$ cat config.mk
export PLATFORM = sky130hd
export DESIGN_NAME = cw_decoder_stream_buf
export DESIGN_NICKNAME = d
export VERILOG_FILES = /design/src/rtl/cw_decoder_stream_buf.sv
export SDC_FILE = /design/constraint.sdc
export NUM_CORES = 1
export LEC_CHECK = 0
export CAP_MARGIN = 0
export CORE_ASPECT_RATIO = 2
export CORE_UTILIZATION = 55
export DETAILED_ROUTE_END_ITERATION = 12
export MAX_ROUTING_LAYER = met4
export PLACE_DENSITY = 0.71
export SETUP_SLACK_MARGIN = 0.15
export SYNTH_ARGS = -nofsm -noshare
export SYNTH_HDL_FRONTEND = slang
export SYNTH_SLANG_ARGS = --single-unit
$ cat constraint.sdc
create_clock -name clk -period 3.6 [get_ports clk]
set_input_delay 0.72 -clock clk [delete_from_list [all_inputs] [get_ports clk]]
set_output_delay 0.72 -clock clk [all_outputs]
set_load 0.05 [all_outputs]
$ cat src/rtl/cw_decoder_stream_buf.sv
// rtl/cw_decoder_stream_buf.sv - codeword FIFO, bit packer and message sequencer; CWD_LSB_FIRST_EN selects LSB-first packing
module cw_decoder_stream_buf #(
    parameter int CW_W   = 11,
    parameter int DEPTH  = 32,
    parameter int OUT_W  = 8,
    parameter int NUM_CW = 10
) (
    input  logic                     clk,
    input  logic                     rst_b,
    input  logic                     start,
    input  logic [CW_W-1:0]          cw_in,
    input  logic                     wr_en,
    output logic                     full,
    output logic [$clog2(DEPTH):0]   data_count,
    output logic [CW_W-1:0]          core_word,
    output logic                     core_empty,
    input  logic                     core_rd,
    input  logic                     core_bit,
    input  logic                     core_bit_vld,
    input  logic                     core_cw_done,
    output logic                     core_hold,
    output logic [OUT_W-1:0]         msg_word,
    output logic                     msg_valid,
    input  logic                     msg_ready,
    output logic                     busy,
    output logic                     done,
    output logic [1:0]               err
);
    localparam int AW = $clog2(DEPTH);
    localparam int BW = $clog2(OUT_W);
    localparam logic [BW-1:0] LAST_BIT  = BW'(OUT_W - 1);
    localparam logic [BW:0]   OUT_W_L   = (BW+1)'(OUT_W);
    localparam logic [7:0]    NUM_CW_M1 = 8'(NUM_CW - 1);

    typedef enum logic [1:0] {IDLE, RUN, FLUSH, DONE} state_t;
    state_t state_q, state_d;

    logic [CW_W-1:0] mem_q [DEPTH];
    logic [AW-1:0]   wr_ptr_q, rd_ptr_q;
    logic [AW:0]     count_q;
    logic            do_rd, do_wr;

    logic [OUT_W-1:0] shift_q, shift_d, shifted, padded;
    logic [BW-1:0]    bitcnt_q, bitcnt_d;
    logic [BW:0]      pad_amt;
    logic [OUT_W-1:0] msg_word_q, msg_word_d;
    logic             msg_valid_q, msg_valid_d;
    logic [7:0]       cw_cnt_q, cw_cnt_d;
    logic [1:0]       err_q, err_d;
    logic             bit_last, out_free;

    // count never exceeds DEPTH, so its top bit alone marks full
    assign full       = count_q[AW];
    assign core_empty = (count_q == '0);
    assign data_count = count_q;
    assign core_word  = core_empty ? '0 : mem_q[rd_ptr_q];
    assign do_rd      = core_rd && !core_empty;
    assign do_wr      = wr_en && (!full || do_rd);

    always_ff @(posedge clk) begin
        if (do_wr) mem_q[wr_ptr_q] <= cw_in;
    end

    always_ff @(posedge clk) begin
        if (!rst_b) begin
            wr_ptr_q <= '0;
            rd_ptr_q <= '0;
            count_q  <= '0;
        end else begin
            if (do_wr) wr_ptr_q <= wr_ptr_q + AW'(1);
            if (do_rd) rd_ptr_q <= rd_ptr_q + AW'(1);
            case ({do_wr, do_rd})
                2'b10:   count_q <= count_q + (AW+1)'(1);
                2'b01:   count_q <= count_q - (AW+1)'(1);
                default: count_q <= count_q;
            endcase
        end
    end

    assign bit_last  = (bitcnt_q == LAST_BIT);
    assign out_free  = !msg_valid_q || msg_ready;
    assign core_hold = msg_valid_q && !msg_ready && bit_last;
    assign pad_amt   = OUT_W_L - {1'b0, bitcnt_q};

`ifdef CWD_LSB_FIRST_EN
    assign shifted = {core_bit, shift_q[OUT_W-1:1]};
    assign padded  = shift_q >> pad_amt;
`else
    assign shifted = {shift_q[OUT_W-2:0], core_bit};
    assign padded  = shift_q << pad_amt;
`endif

    always_comb begin
        state_d     = state_q;
        shift_d     = shift_q;
        bitcnt_d    = bitcnt_q;
        msg_word_d  = msg_word_q;
        msg_valid_d = msg_valid_q;
        cw_cnt_d    = cw_cnt_q;
        err_d       = err_q;

        if (wr_en && full && !do_rd) err_d[0] = 1'b1;
        if (msg_valid_q && msg_ready) msg_valid_d = 1'b0;

        case (state_q)
            IDLE: begin
                if (start) begin
                    state_d  = RUN;
                    cw_cnt_d = '0;
                    bitcnt_d = '0;
                    shift_d  = '0;
                end
            end
            RUN: begin
                if (core_bit_vld) begin
                    if (core_hold) begin
                        err_d[1] = 1'b1;
                    end else if (bit_last) begin
                        shift_d     = shifted;
                        msg_word_d  = shifted;
                        msg_valid_d = 1'b1;
                        bitcnt_d    = '0;
                    end else begin
                        shift_d  = shifted;
                        bitcnt_d = bitcnt_q + BW'(1);
                    end
                end
                if (core_cw_done) begin
                    cw_cnt_d = cw_cnt_q + 8'd1;
                    if (cw_cnt_q == NUM_CW_M1) state_d = FLUSH;
                end
            end
            FLUSH: begin
                if (bitcnt_q == '0) begin
                    state_d = DONE;
                end else if (out_free) begin
                    msg_word_d  = padded;
                    msg_valid_d = 1'b1;
                    bitcnt_d    = '0;
                    state_d     = DONE;
                end
            end
            default: state_d = IDLE;
        endcase
    end

    always_ff @(posedge clk) begin
        if (!rst_b) begin
            state_q     <= IDLE;
            shift_q     <= '0;
            bitcnt_q    <= '0;
            msg_word_q  <= '0;
            msg_valid_q <= 1'b0;
            cw_cnt_q    <= '0;
            err_q       <= '0;
        end else begin
            state_q     <= state_d;
            shift_q     <= shift_d;
            bitcnt_q    <= bitcnt_d;
            msg_word_q  <= msg_word_d;
            msg_valid_q <= msg_valid_d;
            cw_cnt_q    <= cw_cnt_d;
            err_q       <= err_d;
        end
    end

    assign msg_word  = msg_word_q;
    assign msg_valid = msg_valid_q;
    assign busy      = (state_q != IDLE);
    assign done      = (state_q == DONE);
    assign err       = err_q;
endmodule

---- Word level (Yosys, flattened, before mapping) ----
Memory sizes are Yosys's and may differ from the RTL's. A register that Yosys moved wholly into a read port is not among the register bits.
Index checks and enable logic that the tools add are counted.
cells by class
  add/sub/neg operators ................... 7
  eq/ne operators ......................... 16
  shifts and indexed selects .............. 1
  muxes and demuxes ....................... 38
  reduce and logical (&&, ||, !) cells .... 28
operators with widths
  cell                   number
  $mux W8                9
  $pmux W8 S2            3
  $mux W3                6
  $ne A2 B2 Y1 const B   8
  $pmux W6 S2            1
  $reduce_and A6 Y1      2
  $mux W11               1
  $add A5 B1 Y5 const B  2
  $mux W2                5
  $mux W5                2
  $pmux W3 S3            1
  $add A8 B1 Y8 const B  1
  $eq A8 B4 Y1 const B   1
  $mux W1                8
  $reduce_and A4 Y1      2
  $reduce_bool A2 Y1     4
  $shl A8 B4 Y8          1
  $logic_and A1 B1 Y1    7
  $add A6 B1 Y6 const B  1
  $eq A2 B2 Y1 const B   3
  $logic_not A6 Y1       1
  $pmux W2 S3            1
  $reduce_and A3 Y1      2
  $sub A6 B1 Y6 const B  1
  other kinds (11)       17
storage, ports and cells
  register bits ........................... 48
  memory bits (writable) .................. 352
  bits of input ports ..................... 20
  logic and storage cells ................. 102
  memories kept ........................... 1
memory list
  memory  depth  width  read ports  clocked after memory_dff  wr ports  line  source
  mem_q   32     11     1           1                         1         38    logic [CW_W-1:0] mem_q [DEPTH];

---- Longest topological paths before layout ----
Gate-level depths: netlist of the first run.
  depth after elaboration ................. 7
  gate-level depth with buffers ........... 13

---- Worst setup path before layout of the first run ----
Ideal clock, no wire load.
  kind .................................... register -> output
  start point ............................. register count_q[1], in the netlist data_count[1]
  end point ............................... output core_word[9]
  arrival ................................. 2.615 ns
  path slack .............................. 0.265 ns
  stages on the path, launching flop included .. 7
  cells stage by stage .................... dfxtp_1 > clkbuf_2 > nor3_2 > nand2_1 > buf_2 > o221ai_1 > a311oi_1
between the ends
  longest elaborated chain between the ends .. 2
ends and longest elaborated chain
  item                    line  source
  start, declared         40    logic [AW:0] count_q;
  start signal, assigned  73    2'b10: count_q <= count_q + (AW+1)'(1);
  start signal, assigned  74    2'b01: count_q <= count_q - (AW+1)'(1);
  start signal, assigned  75    default: count_q <= count_q;
  $logic_not A6 Y1        54    assign core_empty = (count_q == '0);
  $mux W11                56    assign core_word = core_empty ? '0 : mem_q[rd_ptr_q];
  end, declared           15    output logic [CW_W-1:0] core_word,
No other way between the ends.

==> results.cfg, run 1 <==
[run_status]
status = finished, final reports clean

[sta]
rsz0062_at_grt = yes
final_max_slew_viol_count = 0
period_minus_slack_ns = 3.36
skew_ns = 0.0165
max_slew_margin = 0.237
max_clock_freq_ghz = 0.297
hold_violations = 0
fin_tns_setup_ns = 0
worst_pin_slew_ns = 1.14
setup_viol = 0
finalCritPeriodShare = 0.934

[yosys]
synth_most_common_cell = edfxtp_1
netlist.top_cell.by_area = edfxtp_1
syn_nets = 953
synthTopCellsByCount = edfxtp_1, mux4_2, dfxtp_1
synth_area_sq_um = 16500
avgSynthCellArea_sq_um = 18.0
synth_cells = 914
ys_seq_area_frac = 0.705
yosys_warnings = 0
synthArstFlopShare = 0
synth_edf_count = 352
ys_types = 56
synth_area_leaders = edfxtp_1, mux4_2, dfxtp_1, mux2_2, mux2i_1
synthFlopType = edfxtp_1
synth-seq-cells = 405
synth_top_cell_area_share = 0.641

[hold_path]
holdCritPathClass = reg -> reg
min_path_cells = 1

[critical_path]
crit_required_ns = 2.88
cpPeakStageDelay_ns = 0.55
cp-start-kind = register
path_delay_family = multiplexers
path_depth = 6
r2r_slack_ns = 1.11
worstPathMaxFanout = 30
critPathArrivalTime_ns = 2.64
r2r_cells = 10
crit_buf_inv = 2
path_cells = buf_12 -> mux4_2 -> mux2_2 -> o22ai_1 -> a311oi_1 -> buf_4
crit_slowest_cell = mux4_2
critical_path_class = reg -> out
end_kind = output pin

[cts]
clockBufferDepth = 3
insertion_delay_ns = 0.53
cts.sinks = 405
h-tree-depth = 2
clkTransAtPathRegs_ns = 0.07
cts_buffers = 36
ctsHoldBuffers = 0
cts_tree = yes
clockRootBuffer = clkbuf_16

[finish]
instances_no_fill = 1421
drive_gt1_frac = 0.251
nNetsFinal = 1067
syn_to_final_growth_pct = 15.8

[power_and_ir_drop]
power_frac_seq = 0.406
swShare = 0.303
p_int_uw = 9310
p_leak_uw = 0.00620
combinationalPowerShare = 0.290
vdd_drop_max_uv = 540
switching_power_uw = 4040
clockPowerShare = 0.304
powerDensity_nw_per_um2 = 700

[floorplan]
fp-row-count = 89
die-height_um = 247
start_util = 0.559
fp.coreArea_sq_um = 29500
io_pins = 53
die_area_sq_um = 30700
chipWidth_um = 124

[drt]
drtIter0Drc = 599
drc = 0
vias = 8586
routed_via_density = 6.04
first_pass_iters = 5
ant_nets = 0
wl_um = 34600
routedWlPerCell_um = 24.4

[grt]
grt_pass1_wl_um = 53200
antenna_found_initial = 2
grt_overflow_total = 0
grt_max_degree = 33
grtUsageTotal = 0.241
grt_pass1_vias = 9098

[place]
gp_congestion = 0.800
place_hpwl_um = 23500
io_buffers = 52
placed_cells = 1343

[run]
drv_cap = 0
[worst paths after layout]
kind | startpoint | endpoint
hold / removal | msg_word[3]$_SDFFE_PN0P_ | msg_word[3]$_SDFFE_PN0P_
hold reg to reg | msg_word[3]$_SDFFE_PN0P_ | msg_word[3]$_SDFFE_PN0P_
setup / recovery | register | core_word[1]
setup reg to reg | data_count[1]$_SDFFE_PN0P_ | data_count[2]$_SDFFE_PN0P_
[per-stage QoR]
| step | total power (uW) | cell area (sq um) | setup slack (ns) | util | hold WS (ns) |
|---|---|---|---|---|---|
| global placement | 9280 | 17700 | 0.471 | 0.601 | 0.484 |
| detailed placement | 9320 | 17700 | 0.385 | 0.601 | 0.490 |
| finish | 13400 | 19100 | 0.238 | 0.647 | 0.502 |
| CTS | 13400 | 19000 | 0.196 | 0.645 | 0.510 |
| global route | 13900 | 19100 | 0.144 | 0.647 | 0.526 |
| floorplan | 8080 | 16500 | 0.265 | - | 0.471 |
[cell usage in the layout, fill, tap and decap left out, types with 4 or more instances in the layout]
cell type and n:
edfxtp_1 352, mux4_2 88, buf_4 73, dfxtp_1 50, nor2_1 45, clkdlybuf4s50_1 41, nand2_1 38, clkbuf_16 37
mux2i_1 26, mux2_2 24, nor2b_1 24, ha_1 19, inv_1 17, o21ai_0 14, a22oi_1 14, a21oi_1 12
o22ai_1 12, o221ai_1 11, and2_1 10, buf_12 10, xor2_1 9, clkbuf_1 9, nand2b_1 8, xnor2_1 8
a211oi_1 7, nand4_1 6, inv_6 6, bufinv_16 6, nand3b_1 5, nand3_1 5, a21boi_0 5, a311oi_1 4
a31oi_1 4, o211a_1 4
[kinds of logic (layout without fill, tap and decap cells)]
group,Yosys count,count (layout),synth area share
AO/OA/AOI/OAI,102,102,0.0438
XOR/XNOR,17,17,0.00903
adder cells (fa/ha/maj),19,19,0.0144
buffers and inverters,67,209,0.0224
flip-flops,405,405,0.705
multiplexers,138,138,0.152
other,0,1,0
AND/OR/NAND/NOR,166,166,0.0526
[power by group through the flow]
| stage | Sequential [uW] | Clock [uW] | Combinational, uW |
|---|---|---|---|
| final | 5420 | 4060 | 3880 |
| after global routing | 5440 | 4290 | 4120 |
| after floorplan | 5700 | 0 | 2380 |
| after detailed placement | 5580 | 0 | 3740 |
| after global placement | 5570 | 0 | 3710 |
| after CTS | 5440 | 4140 | 3850 |
[sequential cells by signal, summed over array words and instances (netlist names), named ones only]
name / flops
cw_cnt_q: 8
shift_q: 8
msg_word: 8
state_q: 2
bitcnt_q: 3
err: 2
data_count: 6
wr_ptr_q: 5
mem_q: 352
msg_valid: 1
rd_ptr_q: 5
[area by class of cell]
class                      instances  area [sq um]
sequential                       405         11600
antenna                            1          2.50
inverter                          17          63.8
timing repair buffer             126          1180
tap                              364           455
multi-input combinational        442          4490
clock inverter                    20           288
clock buffer                      46           960
fill                            1999         10400
[routing by layer]
metal  GRT usage  part of all wire  vias to the layer above
li1            -                 -                     3878
met2       0.455              0.58                      249
met5           -                 0                        -
met3      0.0268             0.037                       73
met1       0.249              0.35                     4386
met4       0.108             0.040                        0
[worst register-to-register path, stage by stage (launching register included)]
cell and delay (ns):
dfxtp_1 0.39, nor3_2 0.36, a21oi_1 0.11, buf_4 0.18
ha_1 0.29, xor2_1 0.17, ha_1 0.22, a21oi_1 0.16
xnor2_1 0.09, or3_1 0.30, a21boi_0 0.15
[what timing repair did]
item	4_1_cts	5_1_grt
setup endpoints to repair	11	5
buffers inserted	4	7
hold endpoints to repair	0	0
pin swaps	0	0
resized for setup	3	0
cloned	0	0
(Power assumes the default switching activity.)
==> run 2: changes to the inputs <==
--- a/config.mk
+++ b/config.mk
@@ -5,7 +5,6 @@
 export SDC_FILE = /design/constraint.sdc
 export NUM_CORES = 1
 export LEC_CHECK = 0
-export CAP_MARGIN = 0
 export CORE_ASPECT_RATIO = 2
 export CORE_UTILIZATION = 55
 export DETAILED_ROUTE_END_ITERATION = 12
==> results of run 2 <==
The final DEF is identical to that of run 1; final timing and power are the same.
==> run 3: changes to the inputs <==
--- a/config.mk
+++ b/config.mk
@@ -6,10 +6,10 @@
 export NUM_CORES = 1
 export LEC_CHECK = 0
 export CORE_ASPECT_RATIO = 2
-export CORE_UTILIZATION = 55
+export CORE_UTILIZATION = 60
 export DETAILED_ROUTE_END_ITERATION = 12
 export MAX_ROUTING_LAYER = met4
-export PLACE_DENSITY = 0.71
+export PLACE_DENSITY = 0.76
 export SETUP_SLACK_MARGIN = 0.15
 export SYNTH_ARGS = -nofsm -noshare
 export SYNTH_HDL_FRONTEND = slang
==> run 3 against run 2 <==
  * Clock power is 9.4% lower
  * Power decreased by 4.8%
  * Via count increased by 0.90%
  * Critical path depth unchanged
  * Non-clock buffer count shrank 12
  * Largest power group unchanged
==> results.cfg, run 3 (synthesis results as in run 1) <==
[run_status]
status = finished, final reports clean

[finish]
largest_register = mem_q
drive_gt1_frac = 0.238
layout_common_cells = edfxtp_1, mux4_2, buf_4
nNetsFinal = 1054
final_cell_area_sq_um = 18800
final_common_cell = edfxtp_1
antennaDiodeCount = 0
largest_reg_flops = 352
syn_to_final_growth_pct = 13.9
instances_no_fill = 1389

[run]
drv_cap = 0

[critical_path]
rr_startpoint = bitcnt_q[0]$_SDFFE_PN0P_
critical_path_class = reg -> out
crit_required_ns = 2.88
r2r_slack_ns = 1.08
end_kind = output pin
worstPathMaxFanout = 29
r2r_cells = 7
critPathArrivalTime_ns = 2.64
r2r-end = msg_word[6]$_SDFFE_PN0P_
cp-start-kind = register

[power_and_ir_drop]
p_int_uw = 8770
powerDensity_nw_per_um2 = 677
p_leak_uw = 0.00607
p_total_uw = 12700
vdd_drop_max_uv = 624
swShare = 0.310
switching_power_uw = 3940
clockPowerShare = 0.290
power_frac_seq = 0.427
combinationalPowerShare = 0.284

[cts]
clockBufferDepth = 3
clkTransAtPathRegs_ns = 0.07
cts.sinks = 405
cts_tree = yes
h-tree-depth = 2
cts_buffers = 35
ctsHoldBuffers = 0
clockRootBuffer = clkbuf_16
insertion_delay_ns = 0.52

[drt]
first_pass_iters = 7
drtIter0Drc = 678
vias = 8663
ant_nets = 0
wl_um = 34800
routed_via_density = 6.24
routedWlPerCell_um = 25.0
drc = 0

[place]
gp_congestion = 0.857
placed_cells = 1321
place_hpwl_um = 23000
dp_slack_ns = 0.395
io_buffers = 52
placed_area_sq_um = 17600

[grt]
grt_pass1_wl_um = 52900
grt_max_degree = 33
grtUsageTotal = 0.265
antenna_found_initial = 2
grt_pass1_vias = 9104
grt_overflow_total = 0

[floorplan]
fp-row-count = 85
chipWidth_um = 119
die_area_sq_um = 28200
start_util = 0.610
fp.coreArea_sq_um = 27000
die-height_um = 236
io_pins = 53

[sta]
max_clock_freq_ghz = 0.298
skew_ns = 0.0169
hold_violations = 0
period_minus_slack_ns = 3.36
worst_pin_slew_ns = 1.13
rsz0062_at_grt = no
finalCritPeriodShare = 0.932
max_slew_margin = 0.245
setup_viol = 0
final_max_slew_viol_count = 0
setup_slack_ns = 0.244
fin_tns_setup_ns = 0

[hold_path]
holdCritPathClass = reg -> reg
min_from = msg_word[3]$_SDFFE_PN0P_
hold_path_end = msg_word[3]$_SDFFE_PN0P_
min_path_cells = 1
run 3: area by class of cell:
type	instances	area (sq um)
Sequential cell	405	11600
Fill cell	1711	8240
Multi-Input combinational cell	442	4490
Timing Repair Buffer	114	1020
Clock buffer	46	1000
Tap cell	348	435
Clock inverter	17	115
Inverter	17	63.8
run 3: how the worst max path moves through the flow:
stage	slack (ns)	endpoint	depth (start not counted)
3_3_place_gp	0.48	data_count[4]$_SDFFE_PN0P_	12
4_1_cts	0.21	core_hold	4
6_report	0.24	core_word[10]	6
2_1_floorplan	0.26	core_word[9]	6
3_5_place_dp	0.39	data_count[2]$_SDFFE_PN0P_	11
5_1_grt	0.17	core_word[10]	6
run 3: per-stage QoR:
| stage | util | hold WS [ns] |
|---|---|---|
| after floorplan | - | 0.471 |
| after global placement | 0.652 | 0.482 |
| after detailed placement | 0.652 | 0.487 |
| after CTS | 0.695 | 0.507 |
| after global routing | 0.695 | 0.525 |
| final | 0.695 | 0.502 |
run 3: critical path, stage by stage (launching register included):
cell and delay (ns):
dfxtp_4 0.43, buf_12 0.24, buf_4 0.25, mux4_2 0.54, mux2i_1 0.24, a211oi_1 0.13, buf_4 0.24
run 3: power groups by stage:
| stage | logic (uW) | registers, uW | clock network [uW] |
|---|---|---|---|
| 2_1_floorplan | 2380 | 5700 | 0 |
| 3_3_place_gp | 3490 | 5560 | 0 |
| 3_5_place_dp | 3520 | 5570 | 0 |
| 4_1_cts | 3630 | 5420 | 3720 |
| 5_1_grt | 3830 | 5440 | 3890 |
| 6_report | 3610 | 5430 | 3680 |
run 3: layer usage:
metal | vias up | wire length (um) | global-route usage
li1 | 3838 | - | -
met1 | 4431 | 12000 | 0.280
met2 | 313 | 20100 | 0.496
met3 | 81 | 1420 | 0.0256
met4 | 0 | 1250 | 0.112
met5 | - | 0 | -
run 3: what timing repair did:
action | CTS | global route
gates cloned | 0 | 0
endpoints found under the setup margin | 11 | 1
resized for setup | 2 | 1
setup buffers | 5 | 0
